### config.mk
export PLATFORM = sky130hd
export DESIGN_NAME = video_timing
export DESIGN_NICKNAME = d
export VERILOG_FILES = /design/src/rtl/video_timing_pkg.sv /design/src/rtl/sync_axis.sv /design/src/rtl/video_timing.sv
export SDC_FILE = /design/constraint.sdc
export NUM_CORES = 1
export LEC_CHECK = 0
export ABC_AREA = 1
export ABC_CLOCK_PERIOD_IN_PS = 3700
export CAP_MARGIN = 40
export CORE_MARGIN = 5
export CORE_UTILIZATION = 62
export DETAILED_ROUTE_END_ITERATION = 8
export PLACE_DENSITY = 0.85
export SETUP_SLACK_MARGIN = 0.1
export SYNTH_ARGS = -nofsm -noshare
export SYNTH_HDL_FRONTEND = slang
export SYNTH_HIERARCHICAL = 1
export SYNTH_SLANG_ARGS = --single-unit
export TNS_END_PERCENT = 50
### constraint.sdc
create_clock -name clk -period 3.7 [get_ports clk]
set_clock_uncertainty 0.1 [all_clocks]
set_input_delay 0.555 -clock clk [delete_from_list [all_inputs] [get_ports clk]]
set_output_delay 0.555 -clock clk [all_outputs]
set_load 0.01 [all_outputs]
### src/rtl/video_timing_pkg.sv
// Shared raster timing defaults, axis-length helper and 2-bit region encoding.
// Used by video_timing, textbuffer and sprite; pure declarations.
package video_timing_pkg;

  localparam int CNT_W = 10;
  typedef logic [CNT_W-1:0] cnt_t;

  typedef enum logic [1:0] {
    RG_ACTIVE = 2'd0,
    RG_FRONT  = 2'd1,
    RG_SYNC   = 2'd2,
    RG_BACK   = 2'd3
  } region_e;

  function automatic int axis_total(input int disp, input int front,
                                    input int sync, input int back);
    return disp + front + sync + back;
  endfunction

  localparam int DEF_H_DISPLAY   = 640;
  localparam int DEF_H_FRONT     = 16;
  localparam int DEF_H_SYNC      = 96;
  localparam int DEF_H_BACK      = 48;
  localparam int DEF_V_DISPLAY   = 480;
  localparam int DEF_V_FRONT     = 10;
  localparam int DEF_V_SYNC      = 2;
  localparam int DEF_V_BACK      = 33;
  localparam int DEF_SCALE_SHIFT = 2;

  localparam int DEF_H_TOTAL = axis_total(DEF_H_DISPLAY, DEF_H_FRONT, DEF_H_SYNC, DEF_H_BACK);
  localparam int DEF_V_TOTAL = axis_total(DEF_V_DISPLAY, DEF_V_FRONT, DEF_V_SYNC, DEF_V_BACK);

endpackage

### src/rtl/sync_axis.sv
// One raster axis: position counter plus ACTIVE/FRONT/SYNC/BACK region FSM.
// State and count update together on i_adv; wrap/sync are decoded combinationally, no backpressure.
module sync_axis
  import video_timing_pkg::*;
#(
  parameter int DISPLAY = DEF_H_DISPLAY,
  parameter int FRONT   = DEF_H_FRONT,
  parameter int SYNC    = DEF_H_SYNC,
  parameter int BACK    = DEF_H_BACK
) (
  input  logic    clk,
  input  logic    reset,
  input  logic    i_adv,
  output cnt_t    o_cnt,
  output region_e o_state,
  output logic    o_wrap,
  output logic    o_sync
);

  localparam int   TOTAL    = axis_total(DISPLAY, FRONT, SYNC, BACK);
  localparam cnt_t LAST     = cnt_t'(TOTAL - 1);
  localparam cnt_t FRONT_AT = cnt_t'(DISPLAY);
  localparam cnt_t SYNC_AT  = cnt_t'(DISPLAY + FRONT);
  localparam cnt_t BACK_AT  = cnt_t'(DISPLAY + FRONT + SYNC);

  if (TOTAL > (1 << CNT_W)) begin : g_bad_total
    $error("sync_axis: axis total %0d exceeds counter range", TOTAL);
  end

  cnt_t    r_cnt;
  cnt_t    w_cnt_nxt;
  region_e r_state;
  region_e w_state_nxt;
  logic    w_wrap;

  always_ff @(posedge clk or posedge reset) begin
    if (reset) begin
      r_cnt   <= '0;
      r_state <= RG_ACTIVE;
    end else begin
      r_cnt   <= w_cnt_nxt;
      r_state <= w_state_nxt;
    end
  end

  // Transitions look at the next count so the state always names the region of r_cnt.
  always_comb begin
    w_wrap      = i_adv && (r_cnt == LAST);
    w_cnt_nxt   = r_cnt;
    w_state_nxt = r_state;
    if (i_adv) begin
      w_cnt_nxt = w_wrap ? '0 : r_cnt + 10'd1;
      case (r_state)
        RG_ACTIVE: if (w_cnt_nxt == FRONT_AT) w_state_nxt = RG_FRONT;
        RG_FRONT:  if (w_cnt_nxt == SYNC_AT)  w_state_nxt = RG_SYNC;
        RG_SYNC:   if (w_cnt_nxt == BACK_AT)  w_state_nxt = RG_BACK;
        RG_BACK:   if (w_wrap)                w_state_nxt = RG_ACTIVE;
        default:                              w_state_nxt = RG_ACTIVE;
      endcase
    end
  end

  assign o_cnt   = r_cnt;
  assign o_state = r_state;
  assign o_wrap  = w_wrap;
  assign o_sync  = (r_state == RG_SYNC);

endmodule

### src/rtl/video_timing.sv
// Raster timing generator: syncs, logical pixel position, pixel strobe, vblank pulse, frame count.
// Every output registered one clock after its counter position (zero skew); free-running, no backpressure.
module video_timing
  import video_timing_pkg::*;
#(
  parameter int H_DISPLAY   = DEF_H_DISPLAY,
  parameter int H_FRONT     = DEF_H_FRONT,
  parameter int H_SYNC      = DEF_H_SYNC,
  parameter int H_BACK      = DEF_H_BACK,
  parameter int V_DISPLAY   = DEF_V_DISPLAY,
  parameter int V_FRONT     = DEF_V_FRONT,
  parameter int V_SYNC      = DEF_V_SYNC,
  parameter int V_BACK      = DEF_V_BACK,
  parameter int SCALE_SHIFT = DEF_SCALE_SHIFT
) (
  input  logic       clk,
  input  logic       reset,
  output logic       hsync,
  output logic       vsync,
  output logic [7:0] hpos,
  output logic [6:0] vpos,
  output logic       display_on,
  output logic       pix_en,
  output logic       vblank_start,
  output logic [7:0] frame
);

  localparam cnt_t PIX_MASK  = cnt_t'((1 << SCALE_SHIFT) - 1);
  localparam cnt_t VBLANK_AT = cnt_t'(V_DISPLAY);

  cnt_t    w_hcount;
  cnt_t    w_vcount;
  region_e w_hstate;
  region_e w_vstate;
  logic    w_hwrap;
  logic    w_vwrap;
  logic    w_hsync;
  logic    w_vsync;

  sync_axis #(
    .DISPLAY(H_DISPLAY), .FRONT(H_FRONT), .SYNC(H_SYNC), .BACK(H_BACK)
  ) u_haxis (
    .clk    (clk),
    .reset  (reset),
    .i_adv  (1'b1),
    .o_cnt  (w_hcount),
    .o_state(w_hstate),
    .o_wrap (w_hwrap),
    .o_sync (w_hsync)
  );

  sync_axis #(
    .DISPLAY(V_DISPLAY), .FRONT(V_FRONT), .SYNC(V_SYNC), .BACK(V_BACK)
  ) u_vaxis (
    .clk    (clk),
    .reset  (reset),
    .i_adv  (w_hwrap),
    .o_cnt  (w_vcount),
    .o_state(w_vstate),
    .o_wrap (w_vwrap),
    .o_sync (w_vsync)
  );

  logic       w_display;
  logic       w_pix_phase;
  logic       w_vblank;
  logic [7:0] w_hpos;
  logic [6:0] w_vpos;

  assign w_display   = (w_hstate == RG_ACTIVE) && (w_vstate == RG_ACTIVE);
  assign w_pix_phase = ((w_hcount & PIX_MASK) == '0);
  assign w_vblank    = (w_hcount == '0) && (w_vcount == VBLANK_AT);
  assign w_hpos      = 8'(w_hcount >> SCALE_SHIFT);
  assign w_vpos      = 7'(w_vcount >> SCALE_SHIFT);

  logic       r_hsync;
  logic       r_vsync;
  logic [7:0] r_hpos;
  logic [6:0] r_vpos;
  logic       r_display;
  logic       r_pix_en;
  logic       r_vblank;
  logic [7:0] r_frame_cnt;
  logic [7:0] r_frame;

  // r_frame_cnt tracks the counters' frame; r_frame delays it to line up with the other outputs.
  always_ff @(posedge clk or posedge reset) begin
    if (reset) begin
      r_hsync     <= 1'b0;
      r_vsync     <= 1'b0;
      r_hpos      <= '0;
      r_vpos      <= '0;
      r_display   <= 1'b0;
      r_pix_en    <= 1'b0;
      r_vblank    <= 1'b0;
      r_frame_cnt <= '0;
      r_frame     <= '0;
    end else begin
      r_hsync   <= w_hsync;
      r_vsync   <= w_vsync;
      r_hpos    <= w_display ? w_hpos : '0;
      r_vpos    <= w_display ? w_vpos : '0;
      r_display <= w_display;
      r_pix_en  <= w_display && w_pix_phase;
      r_vblank  <= w_vblank;
      r_frame   <= r_frame_cnt;
      if (w_vwrap) r_frame_cnt <= r_frame_cnt + 8'd1;
    end
  end

  assign hsync        = r_hsync;
  assign vsync        = r_vsync;
  assign hpos         = r_hpos;
  assign vpos         = r_vpos;
  assign display_on   = r_display;
  assign pix_en       = r_pix_en;
  assign vblank_start = r_vblank;
  assign frame        = r_frame;

endmodule

# == Yosys cells after proc, flatten, opt, wreduce, memory -nomap -nowiden ==
# Cells that the tools add are included.
# op_classes
addsub,3
eq_ne,23
reduce_logical,10
n_mux,14
# ops
cell,count
$eq 10x10->1 const B,5
$eq 10x9->1 const B,4
$add 10x1->10 const B,2
$logic_not 10->1,2
$mux 10,2
$mux 2,8
$ne 2x1->1 const B,8
$pmux 2 s4,2
$add 8x1->8 const B,1
$eq 2x2->1 const B,4
$mux 8,1
$mux 7,1
$reduce_and 5->1,1
$eq 2x1->1 const B,2
$logic_and 1x1->1,4
$logic_not 2->1,2
$reduce_and 4->1,1
# totals
out_inout_bits,28
input_bits,2
elab_cells,63
register_bits,60

# == Longest topological paths before layout ==
# Gate-level depths: netlist of run 1.
# logic_depth
ltp_word,6
ltp_mapped,18
ltp_nobuf,17

# == Cells and area by module ==
# The synthesis of run 1 kept the hierarchy.
# by_module_without_submodules
module,seq_area_each_um2,cells_each,area_per_inst_um2,n_inst
video_timing,900.9,130,1313.8,1
sync_axis at u_haxis,300.3,137,972.2,1
sync_axis at u_vaxis,300.3,122,902.1,1

# == Least setup slack after synthesis of run 1 ==
# Ideal clock, no wire load.
# synth_path
kind,register -> register
startpoint,"register u_haxis.r_cnt[1], in the netlist u_haxis/o_cnt[1]"
endpoint,register r_frame_cnt[5]
path_stages_with_launch,16
synth_period_minus_slack_ps,2100
n_path_buf,1
required_ps,3483
setup_time_ps,117
t_arrival_ps,1884
slack_ps,1600
cell_sequence,dfrtp_1 -> ha_1 -> nand3_1 -> inv_2 -> nand3_4 -> inv_1 -> nand2_1 -> nor2_2 -> nand3_2 -> buf_6 -> inv_1 -> nand2_1 -> nor2_4 -> nand2_1 -> nand2_1 -> nand2_1
# synth_between
elab_chain_cells,2
# synth_rtl
item,line_no,text
start: declaration,sync_axis.sv:30,cnt_t r_cnt;
start signal: assignment,sync_axis.sv:41,r_cnt <= w_cnt_nxt;
$eq 10x10->1,sync_axis.sv:48,w_wrap = i_adv && (r_cnt == LAST);
via w_hwrap,video_timing.sv:35,logic w_hwrap;
$logic_and 1x1->1,sync_axis.sv:48,
via w_vwrap,video_timing.sv:36,logic w_vwrap;
end signal: assignment,video_timing.sv:107,if (w_vwrap) r_frame_cnt <= r_frame_cnt + 8'd1;
end: declaration,video_timing.sv:83,logic [7:0] r_frame_cnt;
# The timed path passes the listed nets, and every way through them passes these cells.
# A chain may end at the register's enable or synchronous reset.

# == Final worst setup path of run 1 ==
# layout_path
startpoint,"register u_haxis.r_cnt[1], in the netlist u_haxis/o_cnt[1]"
endpoint,register r_frame_cnt[6]
# The elaborated chain is that of the path after synthesis.

==> results.sh, run 1 <==
export IMPL_status="finished clean"
export IMPL_synth_compound_area_share_pct=5.14
export IMPL_synth_top_area_share_pct=47.1
export IMPL_drv_cap=0
export IMPL_p_switching_mw=0.432
export IMPL_start_util_pct=63.2
export IMPL_port_buffers=29
export IMPL_routed_via_count=2564
export IMPL_rsz0062_at_grt="false"
export IMPL_h_tree_depth=3
export IMPL_grt_max_degree=37
export IMPL_cts_tree="built"
export IMPL_root_buffer="clkbuf_8"
export IMPL_vias_per_cell=5.10
export IMPL_endpoint_kind="register"
export IMPL_finalCritPeriodShare_pct=72.4
export IMPL_synth_mux_area_share_pct=0.353
export IMPL_cts_buffers=9
export IMPL_ys_types=31
export IMPL_p_leak_nw=1.79
export IMPL_clockPowerShare_pct=35.1
export IMPL_core_area_um2=5040
export IMPL_syn_area_per_cell_um2=8.20
export IMPL_report_final_slew_viol_count=0
export IMPL_antenna_found_initial=0
export IMPL_final_cell_area_um2=3710
export IMPL_ios=30
export IMPL_synth_fa_ha_area_share_pct=5.49
export IMPL_crit_type="reg2reg"
export IMPL_synthSimpleGateAreaFrac_pct=31.1
export IMPL_setup_viol=0
export IMPL_firstDrtPassIters=5
export IMPL_first_iter_violations=204
export IMPL_cp_start_kind="register"
export IMPL_dieArea_um2=6680
export IMPL_ys_ff_latch=60
export IMPL_drive_gt1_share_pct=12.7
export IMPL_post_route_util_pct=73.6
export IMPL_cts_resized=0
export IMPL_arrival_ns=2.80
export IMPL_fin_crit_ns=2.68
export IMPL_pre_cts_slack_ns=1.08
export IMPL_ctsHoldBuffers=0
export IMPL_finalHoldViolCount=0
export IMPL_die_y_um=81.7
export IMPL_pwr_density_cell_nw_per_um2=388
export IMPL_worstPathRequired_ns=3.83
export IMPL_rows=26
export IMPL_clkSlewWorstSetupHoldPaths_ns=0.07
export IMPL_grt_pass1_wl_um=10500
export IMPL_finalWorstSetupSlack_ns=1.02
export IMPL_synth_xor_area_share_pct=2.20
export IMPL_clock_latency_ns=0.33
export IMPL_grt_use_total_pct=21.1
export IMPL_gp_congestion=0.915
export IMPL_yosysTopAreaCell="dfrtp_1"
export IMPL_switching_share_pct=30.0
export IMPL_power_total_mw=1.44
export IMPL_totalWireLength_um=6360
export IMPL_netlist_top_cells_area="dfrtp_1, nand2_1, inv_1"
export IMPL_finalNetCount=444
export IMPL_synthCells=389
export IMPL_dp_hpwl_um=4620
export IMPL_tns_ns=0
export IMPL_first_global_vias=2365
export IMPL_synth_top_family_by_area="simple AND/OR/NAND/NOR gates"
export IMPL_clock_path_buffers=2
export IMPL_wl_per_cell_um=12.7
export IMPL_die_x_um=81.7
export IMPL_area_growth_synth_to_final_pct=16.4
export IMPL_max_freq_ghz=0.374
export IMPL_seq_power_share_pct=52.1
export IMPL_cts_setup_buffers=0
export IMPL_clock_sinks=60
export IMPL_p_int_mw=1.01
export IMPL_dpl_cell_area_um2=3540
export IMPL_fillers=392
export IMPL_drc_errors=0
export IMPL_syn_area_um2=3190
export IMPL_worstHoldPathType="reg2reg"
export IMPL_grt_overflow_total=0
export IMPL_yosysWarnings=6
export IMPL_yosysSeqAreaShare_pct=47.1
export IMPL_num_antenna_cells=0
export IMPL_combPwrFrac_pct=12.7
export IMPL_ant_nets=0
export IMPL_peakVddDrop_v=0.000198
export IMPL_crit_fanout=12
==> worst max-delay path, cell delays in order, from the launching register on <==
cell	delay (ns)
dfrtp_1	0.45
ha_1	0.28
nand3_1	0.15
inv_2	0.13
nand3_4	0.11
inv_1	0.27
nand2_1	0.11
nor2_2	0.10
nand3_2	0.21
inv_1	0.22
nand2_2	0.09
nor2_2	0.15
nand3_1	0.09
nand2_1	0.08
inv_1	0.04
==> stage by stage <==
stage,hold slack (ns),instances
after floorplan,0.266,395
after detailed placement,0.302,487
final,0.332,503
after CTS,0.319,503
after global placement,0.295,487
after global routing,0.338,503
==> cell families (layout without fill, tap and decap cells) <==
group / after synthesis / after routing
AO/OA/AOI/OAI: 29 / 29
XOR/XNOR: 8 / 8
adder cells (fa/ha/maj): 14 / 14
buffers and inverters: 66 / 104
flip-flops: 60 / 60
multiplexers: 1 / 1
other: 1 / 7
AND/OR/NAND/NOR: 210 / 210
==> cells in the mapped netlist, drive strengths merged <==
cell and count:
or3 1, mux2 1, conb 1, a21oi 2, nand3 29, nand4 6, clkbuf 3, ha 14
and2 1, nand3b 3, nor2 54, o21ai 24, xnor2 1, inv 58, xor2 7, nor3 4
nand2 109, dfrtp 60, or2 3, buf 5, o21bai 3
==> cell type report <==
cell class | instances | area (µm²) | area share, %
clock inverter | 4 | 25.0 | 0.674
multi-input combinational | 269 | 1440 | 38.7
timing repair buffer | 30 | 298 | 8.02
inverter | 58 | 218 | 5.86
tap | 70 | 87.6 | 2.36
clock buffer | 12 | 145 | 3.91
sequential | 60 | 1500 | 40.4
==> final timing paths <==
path	from	to	slack (ns)	cells past startpoint
max	u_haxis/o_cnt[1]	r_frame_cnt[6]	1.02	14
min	r_frame_cnt[7]	frame[7]	0.33	0
max reg2reg	u_haxis/o_cnt[1]	r_frame_cnt[6]	1.02	14
min reg2reg	r_frame_cnt[7]	frame[7]	0.33	0
max in group asynchronous	reset	hpos[7]	2.60	3
min in group asynchronous	reset	u_haxis/o_state[1]	0.51	2
==> metal layers <==
layer | GRT usage, % | share of wire, % | vias to the layer above
met4 | 7.48 | 1.7 | 0
li1 | - | - | 1277
met2 | 38.1 | 51 | 83
met3 | 4.06 | 5.2 | 17
met5 | 0 | 0 | -
met1 | 24.8 | 42 | 1187
==> power by group through the flow <==
stage / registers (mW) / clock network [mW] / logic (mW)
after detailed placement: 0.759 / 0 / 0.181
after global routing: 0.754 / 0.548 / 0.211
after CTS: 0.748 / 0.517 / 0.182
after floorplan: 0.730 / 0 / 0.176
final: 0.750 / 0.506 / 0.184
after global placement: 0.756 / 0 / 0.174
==> flip-flops by register name (all words and copies together), names as in the netlist <==
name	cells
display_on	1
frame	8
hpos	8
hsync	1
pix_en	1
r_frame_cnt	8
u_haxis/o_cnt	10
u_haxis/o_state	2
u_vaxis/o_cnt	10
u_vaxis/o_state	2
vblank_start	1
vpos	7
vsync	1
==> layout by cell type, fill, tap and decap left out <==
master           count
nand2_1             96
dfrtp_1             60
inv_1               55
nor2_1              43
clkdlybuf4s50_1     29
nand3_1             23
o21ai_0             22
ha_1                14
nand2_2             13
clkbuf_8            10
xor2_1               7
conb_1               7
nor2_2               6
nand4_1              6
nor2_4               5
nand3_2              5
nor3_1               4
nand3b_1             3
inv_2                3
o21bai_1             3
or2_2                3
clkinvlp_4           2
clkbuf_1             2
clkinv_2             2
o21ai_2              2
and2_0               1
mux2_2               1
buf_4                1
nand3_4              1
xnor2_1              1
a21oi_2              1
a21oi_1              1
or3_1                1
Power figures use the tool's default switching activity.
==> run 2, diff against run 1 <==
- ABC_CLOCK_PERIOD_IN_PS: 3700 -> 2200
- CORE_UTILIZATION: 62 -> 52
- PLACE_DENSITY: 0.85 -> 0.76
- clock period: 3.7 -> 2.2 ns (I/O delays scaled with it)
==> run 2 against run 1 <==
Against the previous run:
- hold slack worse by 0.23 ns
- global-route usage fell by 2.1 points
- sequential share of layout area shrank 2.1 points
- sequential power grew 59%
- power rose by 82%
- sequential cell count is the same
==> results.sh, run 2 (synthesized netlist as in run 1, its figures left out) <==
export IMPL_status="finished clean"
export IMPL_die_x_um=88.3
export IMPL_drc_errors=0
export IMPL_finalNetCount=462
export IMPL_first_global_vias=2605
export IMPL_firstDrtPassIters=4
export IMPL_clkSlewWorstSetupHoldPaths_ns=0.07
export IMPL_routed_via_count=2636
export IMPL_path_delay_family="simple AND/OR/NAND/NOR gates"
export IMPL_crit_slowest_cell="dfrtp_1"
export IMPL_h_tree_depth=3
export IMPL_finalHoldViolCount=0
export IMPL_grt_max_degree=36
export IMPL_dp_cells=504
export IMPL_holdWs_ns=0.0969
export IMPL_setup_viol=0
export IMPL_grt_use_total_pct=19.0
export IMPL_ff_latch_area_um2=1500
export IMPL_vias_per_cell=5.01
export IMPL_num_antenna_cells=0
export IMPL_cp_num_buf_inv=3
export IMPL_worstHoldPathType="in2async"
export IMPL_cts_buffers=9
export IMPL_finalCritPeriodShare_pct=92.4
export IMPL_crit_type="reg2reg"
export IMPL_dp_hpwl_um=4650
export IMPL_fillers=479
export IMPL_ctsHoldBuffers=0
export IMPL_core_area_um2=5960
export IMPL_report_final_slew_viol_count=0
export IMPL_gp_congestion=0.888
export IMPL_p_leak_nw=1.88
export IMPL_met3_usage_pct=5.87
export IMPL_rows=28
export IMPL_wl_per_cell_um=13.0
export IMPL_endpoint_kind="register"
export IMPL_area_growth_synth_to_final_pct=22.9
export IMPL_antenna_found_initial=0
export IMPL_clock_path_buffers=2
export IMPL_dieArea_um2=7800
export IMPL_root_buffer="clkbuf_8"
export IMPL_use_met1_pct=23.8
export IMPL_cpPeakStageDelay_ns=0.40
export IMPL_worstPathRequired_ns=2.34
export IMPL_cts_tree="built"
export IMPL_layout_commonest_cell="nand2_1"
export IMPL_worst_pin_slew_ns=0.527
export IMPL_path_cells="ha_4, nand3_2, inv_2, nand3_4, inv_2, nand2_2, nor2_4, nand3_4, inv_2, nand2_1, nor2_4, nand2_1, nand2_1, nand2_1"
export IMPL_totalWireLength_um=6860
export IMPL_multi_input_area_um2=1490
export IMPL_ant_nets=0
export IMPL_crit_top_cell="nand2_1"
export IMPL_rsz0062_at_grt="true"
export IMPL_final_cells=526
export IMPL_ios=30
export IMPL_drv_cap=0
export IMPL_fin_crit_ns=2.03
export IMPL_first_iter_violations=233
export IMPL_start_util_pct=53.5
export IMPL_crit_fanout=5
export IMPL_grt_busiest_layer="met2"
export IMPL_die_y_um=88.3
export IMPL_peakVddDrop_v=0.000437
export IMPL_grt_overflow_total=0
export IMPL_max_freq_ghz=0.492
export IMPL_grt_pass1_wl_um=11500
export IMPL_pwr_density_cell_nw_per_um2=667
export IMPL_port_buffers=29
export IMPL_arrival_ns=2.17
export IMPL_clock_sinks=60
export IMPL_final_cell_mix="nand2_1, dfrtp_1, inv_1"
export IMPL_cp_start_kind="register"
export IMPL_grt_use_met2_pct=30.3
export IMPL_clock_latency_ns=0.34
export IMPL_relSlewSlack_pct=64.8
export IMPL_drive_gt1_share_pct=18.4
## run 2: path summary, 6_finish.rpt
path | startpoint | endpoint | slack, ns | depth (start not counted)
setup reg to reg | u_haxis/o_cnt[1] | r_frame_cnt[5] | 0.17 | 14
hold / removal | reset | vsync | 0.1 | 2
min in group clk | r_frame_cnt[7] | frame[7] | 0.30 | 0
max in group asynchronous | reset | vblank_start | 1.29 | 3
setup / recovery | u_haxis/o_cnt[1] | r_frame_cnt[5] | 0.17 | 14
hold reg to reg | r_frame_cnt[7] | frame[7] | 0.30 | 0
## run 2: layout make-up
cell class / count / share of cell area [%]
sequential: 60 / 38.3
multi-input combinational: 270 / 38.0
timing repair buffer: 47 / 10.9
inverter: 58 / 5.56
clock buffer: 13 / 4.31
tap: 75 / 2.39
clock inverter: 3 / 0.511
## run 2: through the flow
stage / setup WS, ns / util [%] / TNS (ns) / area [µm²] / power, mW
after floorplan: 0.108 / - / 0 / 3210 / 1.53
after global placement: 0.105 / 61.1 / 0 / 3640 / 1.64
after detailed placement: -0.0287 / 61.1 / -0.0287 / 3640 / 1.66
after CTS: 0.110 / 64.7 / 0 / 3850 / 2.59
after global routing: 0.00284 / 65.8 / 0 / 3920 / 2.76
final: 0.168 / 65.8 / 0 / 3920 / 2.62
## run 2: routing by layer
metal / part of all wire, % / up-vias
met3: 7.1 / 16
met5: 0 / -
li1: - / 1316
met2: 48 / 73
met4: 2.2 / 0
met1: 43 / 1231
## run 2: where the power goes
part / switching (mW) / internal (mW) / total [mW]
Clock: 0.439 / 0.499 / 0.938
Sequential: 0.0388 / 1.15 / 1.19
Combinational: 0.304 / 0.184 / 0.488
## run 2: worst reg2reg max path: stages, from the launching register on
cell	delay, ns
dfrtp_1	0.40
ha_4	0.17
nand3_2	0.09
inv_2	0.09
nand3_4	0.07
inv_2	0.07
nand2_2	0.06
nor2_4	0.16
nand3_4	0.13
inv_2	0.12
nand2_1	0.09
nor2_4	0.15
nand2_1	0.10
nand2_1	0.07
nand2_1	0.04
## run 2: timing repair
item,CTS,global route
gates resized for setup,3,9
pin swaps,0,2
endpoints found under the setup margin,8,8
gates cloned,0,1
setup buffers,2,3
==> run 3, diff against run 2 <==
- SLEW_MARGIN: default -> 25
- TNS_END_PERCENT: 50 -> default
==> results of run 3 <==
No change in the layout: final DEF, timing and power equal those of run 2.
